`src/rtl/tft_timing_gen.sv`:
```
// TFT panel timing generator: programmable porches/sync widths, frame-boundary
// start/stop control, FIFO read request with configurable lead, underflow fill.
module tft_timing_gen #(
   parameter int               H_SYNC   = 41,
   parameter int               H_BACK   = 2,
   parameter int               H_VALID  = 480,
   parameter int               H_FRONT  = 2,
   parameter int               V_SYNC   = 10,
   parameter int               V_BACK   = 2,
   parameter int               V_VALID  = 272,
   parameter int               V_FRONT  = 2,
   parameter int               DATA_W   = 16,
   parameter int               REQ_LEAD = 1,
   parameter logic             HS_POL   = 1'b0,
   parameter logic             VS_POL   = 1'b0,
   parameter logic [DATA_W-1:0] FILL    = {DATA_W{1'b0}},
   parameter int               CNT_W    = 11
) (
   input  logic              i_clk_pix,
   input  logic              i_sysrst_n,
   input  logic              i_en,
   input  logic [DATA_W-1:0] i_data_in,
   input  logic              i_data_vld,
   input  logic              i_clr_err,
   output logic              o_read_data_req,
   output logic [DATA_W-1:0] o_rgb_data_tft,
   output logic              o_tft_hsync,
   output logic              o_tft_vsync,
   output logic              o_tft_de,
   output logic              o_tft_clk,
   output logic              o_tft_bl,
   output logic [CNT_W-1:0]  o_pix_x,
   output logic [CNT_W-1:0]  o_pix_y,
   output logic              o_frame_start,
   output logic              o_underflow
);

   localparam int H_TOTAL = H_SYNC + H_BACK + H_VALID + H_FRONT;
   localparam int V_TOTAL = V_SYNC + V_BACK + V_VALID + V_FRONT;
   localparam int HA0     = H_SYNC + H_BACK;
   localparam int VA0     = V_SYNC + V_BACK;

   localparam logic [CNT_W-1:0] H_LAST  = CNT_W'(H_TOTAL - 1);
   localparam logic [CNT_W-1:0] V_LAST  = CNT_W'(V_TOTAL - 1);
   localparam logic [CNT_W-1:0] HA_BEG  = CNT_W'(HA0);
   localparam logic [CNT_W-1:0] HA_END  = CNT_W'(HA0 + H_VALID);
   localparam logic [CNT_W-1:0] VA_BEG  = CNT_W'(VA0);
   localparam logic [CNT_W-1:0] VA_END  = CNT_W'(VA0 + V_VALID);
   localparam logic [CNT_W-1:0] REQ_BEG = CNT_W'(HA0 - REQ_LEAD);
   localparam logic [CNT_W-1:0] REQ_END = CNT_W'(HA0 + H_VALID - REQ_LEAD);
   localparam logic [CNT_W-1:0] HS_END  = CNT_W'(H_SYNC);
   localparam logic [CNT_W-1:0] VS_END  = CNT_W'(V_SYNC);

   typedef enum logic [1:0] {
      ST_IDLE = 2'd0,
      ST_RUN  = 2'd1,
      ST_STOP = 2'd2
   } state_e;

   state_e            state_q, state_d;
   logic [CNT_W-1:0]  cnt_h_q, cnt_h_d;
   logic [CNT_W-1:0]  cnt_v_q, cnt_v_d;

   logic              de_q, de_d;
   logic              hsync_q, hsync_d;
   logic              vsync_q, vsync_d;
   logic [DATA_W-1:0] rgb_q, rgb_d;
   logic [CNT_W-1:0]  pix_x_q, pix_x_d;
   logic [CNT_W-1:0]  pix_y_q, pix_y_d;
   logic              frame_start_q, frame_start_d;
   logic              bl_q, bl_d;
   logic              underflow_q, underflow_d;

   logic counting;
   logic frame_end;
   logic h_act;
   logic v_act;
   logic act;
   logic req;

   // Window decode from the current counter state
   always_comb begin
      counting  = (state_q != ST_IDLE);
      frame_end = counting && (cnt_h_q == H_LAST) && (cnt_v_q == V_LAST);
      h_act     = (cnt_h_q >= HA_BEG) && (cnt_h_q < HA_END);
      v_act     = (cnt_v_q >= VA_BEG) && (cnt_v_q < VA_END);
      act       = counting && h_act && v_act;
      req       = counting && v_act && (cnt_h_q >= REQ_BEG) && (cnt_h_q < REQ_END);
   end

   // Run/stop FSM: a stop request only takes effect at the frame boundary
   always_comb begin
      state_d = state_q;
      case (state_q)
         ST_IDLE: begin
            if (i_en) begin
               state_d = ST_RUN;
            end else begin
               state_d = ST_IDLE;
            end
         end
         ST_RUN: begin
            if (i_en) begin
               state_d = ST_RUN;
            end else if (frame_end) begin
               state_d = ST_IDLE;
            end else begin
               state_d = ST_STOP;
            end
         end
         ST_STOP: begin
            if (i_en) begin
               state_d = ST_RUN;
            end else if (frame_end) begin
               state_d = ST_IDLE;
            end else begin
               state_d = ST_STOP;
            end
         end
         default: state_d = ST_IDLE;
      endcase
   end

   // Pixel/line counters, held at zero while idle
   always_comb begin
      cnt_h_d = cnt_h_q;
      cnt_v_d = cnt_v_q;
      if (!counting) begin
         cnt_h_d = {CNT_W{1'b0}};
         cnt_v_d = {CNT_W{1'b0}};
      end else if (cnt_h_q == H_LAST) begin
         cnt_h_d = {CNT_W{1'b0}};
         if (cnt_v_q == V_LAST) begin
            cnt_v_d = {CNT_W{1'b0}};
         end else begin
            cnt_v_d = cnt_v_q + {{(CNT_W-1){1'b0}}, 1'b1};
         end
      end else begin
         cnt_h_d = cnt_h_q + {{(CNT_W-1){1'b0}}, 1'b1};
      end
   end

   // Panel-side output values, all derived from the same counter state
   always_comb begin
      de_d          = act;
      hsync_d       = (counting && (cnt_h_q < HS_END)) ? HS_POL : ~HS_POL;
      vsync_d       = (counting && (cnt_v_q < VS_END)) ? VS_POL : ~VS_POL;
      frame_start_d = counting && (cnt_h_q == {CNT_W{1'b0}}) && (cnt_v_q == {CNT_W{1'b0}});
      bl_d          = counting;
      if (act) begin
         rgb_d   = i_data_vld ? i_data_in : FILL;
         pix_x_d = cnt_h_q - HA_BEG;
         pix_y_d = cnt_v_q - VA_BEG;
      end else begin
         rgb_d   = {DATA_W{1'b0}};
         pix_x_d = {CNT_W{1'b0}};
         pix_y_d = {CNT_W{1'b0}};
      end
      // A new underflow wins over a coincident clear so no event is lost
      if (act && !i_data_vld) begin
         underflow_d = 1'b1;
      end else if (i_clr_err) begin
         underflow_d = 1'b0;
      end else begin
         underflow_d = underflow_q;
      end
   end

   // State, counters and output registers with synchronous reset
   always_ff @(posedge i_clk_pix) begin
      if (!i_sysrst_n) begin
         state_q       <= ST_IDLE;
         cnt_h_q       <= {CNT_W{1'b0}};
         cnt_v_q       <= {CNT_W{1'b0}};
         de_q          <= 1'b0;
         hsync_q       <= ~HS_POL;
         vsync_q       <= ~VS_POL;
         rgb_q         <= {DATA_W{1'b0}};
         pix_x_q       <= {CNT_W{1'b0}};
         pix_y_q       <= {CNT_W{1'b0}};
         frame_start_q <= 1'b0;
         bl_q          <= 1'b0;
         underflow_q   <= 1'b0;
      end else begin
         state_q       <= state_d;
         cnt_h_q       <= cnt_h_d;
         cnt_v_q       <= cnt_v_d;
         de_q          <= de_d;
         hsync_q       <= hsync_d;
         vsync_q       <= vsync_d;
         rgb_q         <= rgb_d;
         pix_x_q       <= pix_x_d;
         pix_y_q       <= pix_y_d;
         frame_start_q <= frame_start_d;
         bl_q          <= bl_d;
         underflow_q   <= underflow_d;
      end
   end

   assign o_read_data_req = req;
   assign o_rgb_data_tft  = rgb_q;
   assign o_tft_hsync     = hsync_q;
   assign o_tft_vsync     = vsync_q;
   assign o_tft_de        = de_q;
   assign o_tft_clk       = i_clk_pix;
   assign o_tft_bl        = bl_q;
   assign o_pix_x         = pix_x_q;
   assign o_pix_y         = pix_y_q;
   assign o_frame_start   = frame_start_q;
   assign o_underflow     = underflow_q;

endmodule
```
`config.mk`:
```
export PLATFORM = sky130hd
export DESIGN_NAME = tft_timing_gen
export DESIGN_NICKNAME = d
export VERILOG_FILES = /design/src/rtl/tft_timing_gen.sv
export SDC_FILE = /design/constraint.sdc
export NUM_CORES = 1
export LEC_CHECK = 0
export ABC_AREA = 1
export ABC_CLOCK_PERIOD_IN_PS = 2000
export CAP_MARGIN = 20
export CORE_UTILIZATION = 51
export CTS_CLUSTER_DIAMETER = 30
export CTS_CLUSTER_SIZE = 40
export DETAILED_ROUTE_END_ITERATION = 7
export PLACE_DENSITY_LB_ADDON = 0.08
export SLEW_MARGIN = 20
export SYNTH_ARGS = -nofsm -noshare
export SYNTH_HDL_FRONTEND = slang
export SYNTH_SLANG_ARGS = --single-unit
export TNS_END_PERCENT = 1
```
`constraint.sdc`:
```
create_clock -name i_clk_pix -period 2 [get_ports i_clk_pix]
set_clock_uncertainty 0.05 [all_clocks]
set_input_delay 0.5 -clock i_clk_pix [delete_from_list [all_inputs] [get_ports i_clk_pix]]
set_output_delay 0.5 -clock i_clk_pix [all_outputs]
set_load 0.02 [all_outputs]
```
==> qor.csv, run 1 <==
metric;value;unit
multiInputGateArea;1580;µm²
via_per_inst;5.13;
cts_tree;built;
place_congestion;0.927;
grt_max_degree;17;
worst_setup_path_end_kind;primary output;
vias;3323;
synthFlopType;dfxtp_1;
grt_use_total;28.6;%
netlist_area;3190;µm²
overflow;0;
path_cells;inv_2 > ha_4 > inv_2 > nand3_2 > a21oi_2 > nand2_2 > nor2_4 > nand2_2 > nor2_4 > buf_6;
power_leakage;2.31;nW
io_buffers;66;
worstPathRequired;1.45;ns
post-place-ws;-0.425;ns
dieArea;6580;µm²
die_h;81.1;µm
startpoint_type;register;
fmax;424;MHz
worstPathArrival;1.81;ns
nets;599;
clock_latency;0.46;ns
dpl_cell_area;4360;µm²
ys_ff_latch;68;
cp_slowest_cell;dfxtp_2;
drt-pass1-iter-count;5;
ys_types;28;
synthCells;423;
routed_wl;9560;µm
fin_ws;-0.357;ns
initial_core_util;53.3;%
yosysSeqAreaShare;42.6;%
drive_gt1_share;28.3;%
wl_per_cell;14.8;µm
p_per_area;650;nW/µm²
antenna_found_initial;0;
status;finished with violations;
synth_nets;454;
layout_min_cycle_time;2.36;ns
avgSynthCellArea;7.55;µm²
grt_pass1_wl;13800;µm
io_pins;67;
drt_iter0_drc;157;
synth_edf_count;0;
max-cap-violations;0;
fin_area;4890;µm²
violations;negative setup slack;
max_slew.worst_pin.slew;0.538;ns
slew_headroom;63.8;%
drc;0;
place.detailed.hpwl;6230;µm
rows;28;
yosys_warnings;0;
place_inst;618;
grt_pass1_vias;3167;
maxSlewViolCount;0;
setup_viol;16;
hp-class;register to register;
seqCellArea;1370;µm²
async_reset_ff_share;0;%
hold_viol;0;
core;5990;µm²
worstPathMaxFanout;2;
clk_pin_slew;0.08;ns
nFillCells;385;
antenna_left;0;
grt_setup_unrepaired;yes;
min_period_over_period;118;%
layoutNonFillerInstCount;648;
fp.dieW;81.1;µm
cpPeakStageDelay;0.34;ns
path_class;register to primary output;
antenna_cells;0;
peakVddDrop;0.529;mV
area_delta_synth_final;53.1;%
repair_timing:
action	in CTS	in global routing
hold buffers	0	0
buffers inserted	9	2
endpoints found under the setup margin	2	23
resized for setup	27	30
pin swaps	7	9
final timing paths:
check | start | to | slack (ns) | cells past startpoint
max | state_q[1] | o_read_data_req | -0.36 | 10
min | cnt_v_q[2] | o_pix_y[2] | 0.38 | 1
max reg2reg | state_q[1] | o_frame_start | -0.15 | 17
min reg2reg | cnt_v_q[2] | o_pix_y[2] | 0.38 | 1
cell families after synthesis:
logic type | count (synthesis) | synth area share, %
simple gates | 221 | 33.8
buf+inv | 82 | 11.0
flops | 68 | 42.7
compound gates | 26 | 4.27
xor+xnor | 16 | 4.39
fa+ha+maj | 10 | 3.92
registers in the layout (all words and copies together) (netlist names), 2 cells and up:
signal          cells
o_rgb_data_tft     16
cnt_h_q            11
cnt_v_q            11
o_pix_x            11
o_pix_y            11
state_q             2
cell usage in the layout, fill, tap and decap left out, types with 13 or more instances in the layout:
master	Yosys	routed
dfxtp_1	68	60
inv_2	10	13
nor2_4	13	15
xor2_1	16	16
nand3_1	32	28
clkbuf_8	0	13
nor2_1	64	59
a21oi_1	14	13
nand2_1	71	66
clkdlybuf4s50_1	0	63
inv_1	61	57
buf_4	3	65
nor3_1	14	14
per-layer routing:
metal	vias up	routed length [µm]	global-route usage (%)
li1	1597	-	-
met3	38	580	7.75
met4	0	348	16.1
met1	1553	3660	31.3
met5	-	0	0
met2	135	4980	49.7
critical path: cells and delay by family (launching register included):
family	cells	cell delay (ns)
compound gates	1	0.13
fa+ha+maj	1	0.16
buf+inv	3	0.23
flops	1	0.34
simple gates	5	0.48
area by class of cell:
class                   instances  share of cell area [%]
flip-flops and latches         68                    28.1
repair buffers                141                    26.1
inverters                      71                    5.50
clock inverters                 6                    2.30
well taps                      75                    1.92
multi-input cells             273                    32.3
clock buffers                  14                    3.74
cells in the mapped netlist (all sizes together) (8+ instances only):
cell type   n  area, µm²
nor2       84        430
ha         10        125
o21ai       9       45.0
a21oi      14       70.1
nand4       8       50.1
dfxtp      68       1360
nand2      74        285
nand3      33        178
xor2       16        140
nor3       16       90.1
buf        11       85.1
inv        71        267
metrics by stage:
| stage | setup TNS, ns | hold slack, ns | total power [mW] | utilization, % |
|---|---|---|---|---|
| 6_report | -1.36 | 0.383 | 3.17 | 81.6 |
| 5_1_grt | -2.07 | 0.394 | 3.25 | 81.6 |
| 4_1_cts | -0.403 | 0.405 | 3.16 | 79.7 |
| 3_5_place_dp | -0.484 | 0.398 | 1.59 | 72.8 |
| 3_3_place_gp | -0.402 | 0.403 | 1.59 | 72.8 |
| 2_1_floorplan | 0 | 0.399 | 1.51 | - |
power breakdown:
group	internal [mW]	switching (mW)	total, mW
clock	1.00	0.616	1.62
sequential	1.36	0.00447	1.37
combinational	0.108	0.0835	0.191
total	2.47	0.704	3.17
Note: power is estimated with default switching activity, not from simulation.
==> run 2: changes to the inputs <==
--- a/config.mk
+++ b/config.mk
@@ -12,7 +12,7 @@
 export CTS_CLUSTER_DIAMETER = 30
 export CTS_CLUSTER_SIZE = 40
 export DETAILED_ROUTE_END_ITERATION = 7
-export PLACE_DENSITY_LB_ADDON = 0.08
+export PLACE_DENSITY = 0.77
 export SLEW_MARGIN = 20
 export SYNTH_ARGS = -nofsm -noshare
 export SYNTH_HDL_FRONTEND = slang
==> qor.csv, run 2 (same netlist as run 1, synthesis figures left out) <==
metric;value;unit;change
fmax;421;MHz;-0.80%
r2r-start;cnt_h_q[1];;
fp.dieW;81.1;µm;unchanged
routed-wl-met3;675;µm;+16%
endpoint;o_read_data_req;;
dieArea;6580;µm²;unchanged
startpoint;state_q[1];;
die_h;81.1;µm;unchanged
grt_pass1_vias;2925;;-7.6%
startpoint_type;register;;
p_total;3.02;mW;-4.8%
wl_per_cell;13.3;µm;-9.9%
layout_common_cells;nand2_1, buf_4, dfxtp_1;;
layout_commonest_cell;nand2_1;;
cts_tree;built;;
worst-r2r-cell-count;11;;-6
p_per_area;640;nW/µm²;-1.4%
io_buffers;66;;unchanged
drt_iter0_drc;203;;+29%
clk_pin_slew;0.08;ns;about the same
wl_met1;3650;µm;-0.19%
maxSlewViolCount;0;;unchanged
grt_setup_unrepaired;yes;;
violations;negative setup slack;;
initial_core_util;53.3;%;unchanged
hold_buffers;0;;unchanged
multiInputGateArea;1530;µm²;-3.2%
peakVddDrop;0.572;mV;+7.9%
core;5990;µm²;unchanged
largest_reg_flops;16;;unchanged
clock_latency;0.46;ns;about the same
worstPathRequired;1.45;ns;about the same
worstPathArrival;1.83;ns;+0.02 ns
power_leakage;2.21;nW;-4.0%
seqCellArea;1370;µm²;-0.64%
worstPathMaxFanout;3;;+1
place.detailed.hpwl;6080;µm;-2.3%
worst_setup_path_end_kind;primary output;;
hp-class;register to register;;
rows;28;;unchanged
dpl_cell_area;4380;µm²;+0.34%
fin_area;4720;µm²;-3.4%
drive_gt1_share;24.6;%;-3.7 points
nets;592;;-1.2%
place_congestion;0.984;;+6.1%
routed_wl;8530;µm;-11%
maxUsedRoutingLayer;met4;;
antenna_cells;0;;unchanged
grt_use_total;27.0;%;-1.6 points
rrSetupSlack;0.10;ns;+0.25 ns
r2r-end;cnt_h_q[10];;
tns;-0.376;ns;+0.982 ns
hold_viol;0;;unchanged
grt_pass1_wl;13000;µm;-6.0%
slew_headroom;65.0;%;+1.2 points
nFillCells;379;;-1.6%
fin_util;78.8;%;-2.8 points
min_from;o_underflow;;
hold_ws;0.459;ns;+0.0758 ns
via_per_inst;4.98;;-2.9%
grt_max_degree;17;;unchanged
antenna_found_initial;0;;unchanged
layout_min_cycle_time;2.38;ns;+0.0190 ns
max-cap-violations;0;;unchanged
min_period_over_period;119;%;+0.95 points
dr_wl_met2;3970;µm;-20%
max_slew.worst_pin.slew;0.520;ns;-0.0179 ns
drt-pass1-iter-count;5;;unchanged
vias;3192;;-3.9%
io_pins;67;;unchanged
setup_viol;1;;-15
status;finished with violations;;
drc;0;;unchanged
area_delta_synth_final;47.9;%;
overflow;0;;unchanged
antenna_left;0;;unchanged
fin_ws;-0.376;ns;-0.0190 ns
path_class;register to primary output;;
## run 2: changes by cell type in the layout (fill, tap and decap cells not counted), sizes merged
| cell | delta |
|---|---|
| dlymetal6s2s | -1 |
| inv | +1 |
| buf | -7 |
| clkdlybuf4s50 | +1 |
| clkinv | -2 |
| clkbuf | -1 |
| clkinvlp | +3 |
| bufinv | -1 |
## run 2: what timing repair did
item,in CTS,in global routing
pin swaps,4,6
setup endpoints to repair,2,5
gates resized for setup,15,10
buffers inserted,1,1
## run 2: how the worst min path moves through the flow
stage,end,slack [ns],depth (start not counted)
finish,o_underflow,0.46,2
global route,o_underflow,0.49,2
CTS,o_underflow,0.46,2
detailed placement,o_underflow,0.43,2
global placement,o_underflow,0.41,2
floorplan,o_pix_y[2],0.40,1
## run 2: metrics by stage
step                cells  setup WS, ns
floorplan             423        0.0252
global placement      620        -0.370
detailed placement    620        -0.386
CTS                   640        -0.364
global route          641        -0.416
finish                641        -0.376
## run 2: layout make-up
type / count / area share, %
multi-input cells: 273 / 32.4
clock inverters: 7 / 2.12
inverters: 71 / 5.70
clock buffers: 13 / 3.79
repair buffers: 134 / 25.1
well taps: 75 / 1.99
flip-flops and latches: 68 / 28.9
## run 2: report_power, final
part / switching (mW) / leakage (nW) / internal (mW)
Sequential: 0.00390 / 0.550 / 1.36
Clock: 0.631 / 0.131 / 0.879
Combinational: 0.0689 / 1.53 / 0.0780
## run 2: critical path, cell delays in order (launching register included)
cell and delay [ns]:
dfxtp_2 0.34, inv_2 0.05, ha_4 0.17, inv_4 0.06
nand3_4 0.09, a21oi_4 0.15, nand2_2 0.09, nor2_4 0.10
nand2_2 0.07, nor2_4 0.12, buf_6 0.12
## run 2: layer usage
| metal | global-route usage, % | up-vias |
|---|---|---|
| met5 | 0 | - |
| met4 | 13.6 | 0 |
| met3 | 8.20 | 20 |
| met2 | 43.5 | 130 |
| met1 | 32.5 | 1464 |
| li1 | - | 1578 |
